`src/rtl/settle_timer.sv`:
```
// Counts cycles while enabled; o_expire is high in the SETTLE-th enabled cycle.
module settle_timer #(
    parameter int unsigned SETTLE = 4
) (
    input  logic i_clock,
    input  logic i_reset,
    input  logic i_load,
    input  logic i_en,
    output logic o_expire
);

    localparam int unsigned CNT_W = $clog2(SETTLE + 1);

    logic [CNT_W-1:0] r_count;

    assign o_expire = i_en && (r_count == CNT_W'(SETTLE - 1));

    always_ff @(posedge i_clock) begin
        if (i_reset || i_load) begin
            r_count <= '0;
        end else if (i_en) begin
            r_count <= r_count + CNT_W'(1);
        end
    end

endmodule

```
`config.mk`:
```
export PLATFORM = sky130hd
export DESIGN_NAME = settle_timer
export DESIGN_NICKNAME = d
export VERILOG_FILES = /design/src/rtl/settle_timer.sv
export SDC_FILE = /design/constraint.sdc
export NUM_CORES = 1
export LEC_CHECK = 0
export CAP_MARGIN = 20
export CORE_AREA = 4 4 41 43
export CTS_BUF_LIST = sky130_fd_sc_hd__clkbuf_4 sky130_fd_sc_hd__clkbuf_8
export CTS_CLUSTER_SIZE = 10
export DETAILED_ROUTE_END_ITERATION = 16
export DIE_AREA = 0 0 45 47
export PLACE_DENSITY = 0.32
export SYNTH_ARGS = -nofsm -noshare
export SYNTH_HDL_FRONTEND = slang
export SYNTH_SLANG_ARGS = --single-unit
```
`constraint.sdc`:
```
create_clock -name i_clock -period 2.8 [get_ports i_clock]
set_input_delay 0.42 -clock i_clock [delete_from_list [all_inputs] [get_ports i_clock]]
set_output_delay 0.42 -clock i_clock [all_outputs]
set_load 0.02 [all_outputs]
```
Word-level counts from Yosys, hierarchy flattened
Cells that the tools add are included.
{"block": "totals", "output_inout_bits": 1, "register_bits": 3, "word_cells": 5}
{"block": "classes", "n_addsub": 1, "eq_ne": 1, "n_reduce_logical": 2}
{"operator": "adder 3 x 1 -> 3 bit, second input constant", "count": 1}
{"operator": "equality test 3 x 2 -> 1 bit, second input constant", "count": 1}
{"operator": "logical AND 1 bit", "count": 1}
{"operator": "logical OR 1 bit", "count": 1}

Depth between registers and ports, before layout
{"block": "logic_depth", "depth_word": 2, "mapped_depth": 3, "mapped_depth_nobuf": 3}

Worst setup path after synthesis
OpenSTA, ideal clock, no wires.
{"block": "synth_path", "path_kind": "register to output", "from": "reg r_count[0]", "to": "out o_expire", "path_slack_ps": 1509, "n_path_buf": 0, "t_required_ps": 2380, "arrival_time_ps": 871, "stages_incl_launch_ff": 4, "path_cell_list": "dfxtp_1 -> ha_1 -> ha_1 -> and2_2"}
{"block": "synth_via", "elab_chain_cells": 2}
{"element": "start: declaration", "line_no": "14", "text": "logic [CNT_W-1:0] r_count;"}
{"element": "start signal: assignment", "line_no": "22", "text": "r_count <= r_count + CNT_W'(1);"}
{"element": "equality test 3 x 2 -> 1 bit", "line_no": "16", "text": "assign o_expire = i_en && (r_count == CNT_W'(SETTLE - 1));"}
{"element": "logical AND 1 bit", "line_no": "16"}
{"element": "end: declaration", "line_no": "9", "text": "output logic o_expire"}
No other way between the ends.

Final worst setup path
{"block": "layout_path", "from": "in i_en", "to": "out o_expire"}
{"block": "layout_via", "elab_chain_cells": 1}
{"element": "start: declaration", "line_no": "8", "text": "input logic i_en,"}
{"element": "logical AND 1 bit", "line_no": "16"}
No other way between the ends.

==> impl_metrics.yaml <==
finish:
  regMostFlops: "r_count"
  synthToLayoutAreaGrowth_pct: 61.7
  fin_area_um2: 233
  reg_top3: "r_count: 3 flops"
  fin_cells: 36
  largest_reg_flops: 3
  mostFrequentLayoutCells: "clkbuf_4 (4), clkdlybuf4s50_1 (4), dfxtp_1 (3)"
  layout-drive-gt1-share: 0.286
  antennaDiodeCount: 0
  fin_util: 0.179
  final_nets: 28
  fillers: 154
timing:
  slew_viol_final: 0
  relSlewSlack: 0.838
  finalCriticalPeriod_ns: 2.22
  fin_worst_skew_ns: 0.00308
  finalSetupTns_ns: 0
  hold_violations: 0
  timing.fmax_ghz: 0.451
  fin_crit_sh: 0.792
  setup_viol: 0
  rsz0062_at_grt: "no"
  worstMarginPinSlew_ns: 0.242
placed_design:
  io_buffers: 4
  dp_cells: 32
  post-dp-hpwl_um: 219
  place_area_um2: 203
  gp_congestion: 0.708
grt:
  gr-total-overflow: 0
  grt_pass1_vias: 132
  grt_use_met1: 0.0385
  antenna_found_initial: 0
  grt_use_met2: 0.0480
  grtUsageTotal: 0.0442
  grt_pass1_wl_um: 565
  grt_use_met3: 0.0498
  grt_busiest_layer: "met4"
  grt_max_degree: 6
floorplanning:
  initial_core_util: 0.111
  core-area_um2: 1300
  die_w_um: 45
  die_h_um: 47
  dieArea_um2: 2120
  rows: 13
  io_pins: 5
synth:
  ys_seq_area_frac: 0.417
  ys_ff_latch: 3
  synth-simple-area-share: 0.148
  yosysUniqueCellTypes: 9
  synth_warnings: 0
  synth_top_family_by_area: "adder cells"
  synth-compound-area-share: 0.104
  synth_cells: 13
  syn_area_per_cell_um2: 11.1
  synth_area_um2: 144
  synth-adder-area-share: 0.174
  synth-xor-area-share: 0.0609
  synth_nets: 19
  synth.area.mux_share: 0.0696
route:
  vias: 120
  viasPerCell: 3.33
  wl_per_cell_um: 8.25
  drtIter0Drc: 3
  drc: 0
  antenna_left: 0
  first_pass_iters: 2
  wl_um: 297
clocking:
  max-clock-path-buffers: 2
  cts_resized: 0
  htreeDepth: 1
  cts_tree: "yes"
  clkLatencyLatePin_ns: 0.23
  cts_root_buf: "clkbuf_4"
  cts.clk_slew.worst_paths_ns: 0.03
  post-cts-setup-buffers: 0
  clock-sinks: 3
  cts_hold_buf: 0
  cts_inserted_buffers: 3
power:
  p_leak_nw: 0.0923
  power_mw: 0.142
  power_per_cell_area_nw_per_um2: 611
  vdd_drop_max_uv: 207
setup_path:
  criticalPathCategory: "input port to primary output"
  critPathMaxFanout: 5
  end_kind: "primary output"
  cp_data_required_time_ns: 2.38
  worstSetupStartpointType: "input port"
  rrSetupSlack_ns: 1.58
  critPathArrivalTime_ns: 1.80
flow_run:
  maxCapViolCount: 0
outcome:
  run_status: "finished clean"
min_path:
  hold_class: "flop to flop"
==> worst max-delay path, cell delays in order <==
cell and delay (ns):
clkdlybuf4s50_1 0.60, and2_2 0.19, clkdlybuf4s50_1 0.59
==> cell families (layout without fill, tap and decap cells) <==
group,count (synthesis),count (layout)
buffers and inverters,1,9
adders and majority gates,2,2
AOI/OAI and AO/OA,1,1
DFF,3,3
xor gates and xnor gates,1,1
muxes,1,1
and+or+nand+nor,4,4
==> power breakdown <==
| group | total [mW] | internal, mW | switching (mW) |
|---|---|---|---|
| combinational | 0.0116 | 0.00670 | 0.00490 |
| sequential | 0.0454 | 0.0445 | 0.000886 |
| clock | 0.0853 | 0.0630 | 0.0223 |
==> synthesized netlist by cell type, drive strengths merged <==
| cell | count | share of area |
|---|---|---|
| a2111oi | 1 | 0.10 |
| and2 | 1 | 0.052 |
| dfxtp | 3 | 0.42 |
| ha | 2 | 0.17 |
| inv | 1 | 0.026 |
| mux2i | 1 | 0.070 |
| nor2 | 1 | 0.026 |
| nor3 | 2 | 0.070 |
| xnor2 | 1 | 0.061 |
==> per-layer routing <==
layer  up-vias  part of all wire
met5         -                 0
met2         5              0.45
li1         62                 -
met1        53              0.42
met3         0              0.12
met4         0                 0
==> final cells by class <==
type | count | area, um2 | share of cell area
multi-input cells | 9 | 80.1 | 0.344
well taps | 15 | 18.8 | 0.0806
flip-flops and latches | 3 | 60.1 | 0.258
clock buffers | 4 | 30.0 | 0.129
inverters | 1 | 3.75 | 0.0161
repair buffers | 4 | 40.0 | 0.172
==> final timing paths <==
kind | depth (start not counted) | from | to
max | 3 | i_en | o_expire
min | 2 | r_count[1]$_SDFFE_PP0P_ | r_count[1]$_SDFFE_PP0P_
max reg2reg | 3 | r_count[0]$_SDFFE_PP0P_ | r_count[2]$_SDFFE_PP0P_
min reg2reg | 2 | r_count[1]$_SDFFE_PP0P_ | r_count[1]$_SDFFE_PP0P_
==> through the flow <==
stage / hold WS (ns) / worst slack, ns
6_report: 0.534 / 0.583
5_1_grt: 0.579 / 0.509
4_1_cts: 0.539 / 0.566
3_5_place_dp: 0.527 / 0.559
3_3_place_gp: 0.524 / 0.578
2_1_floorplan: 0.489 / 1.51
(Power assumes the default switching activity.)
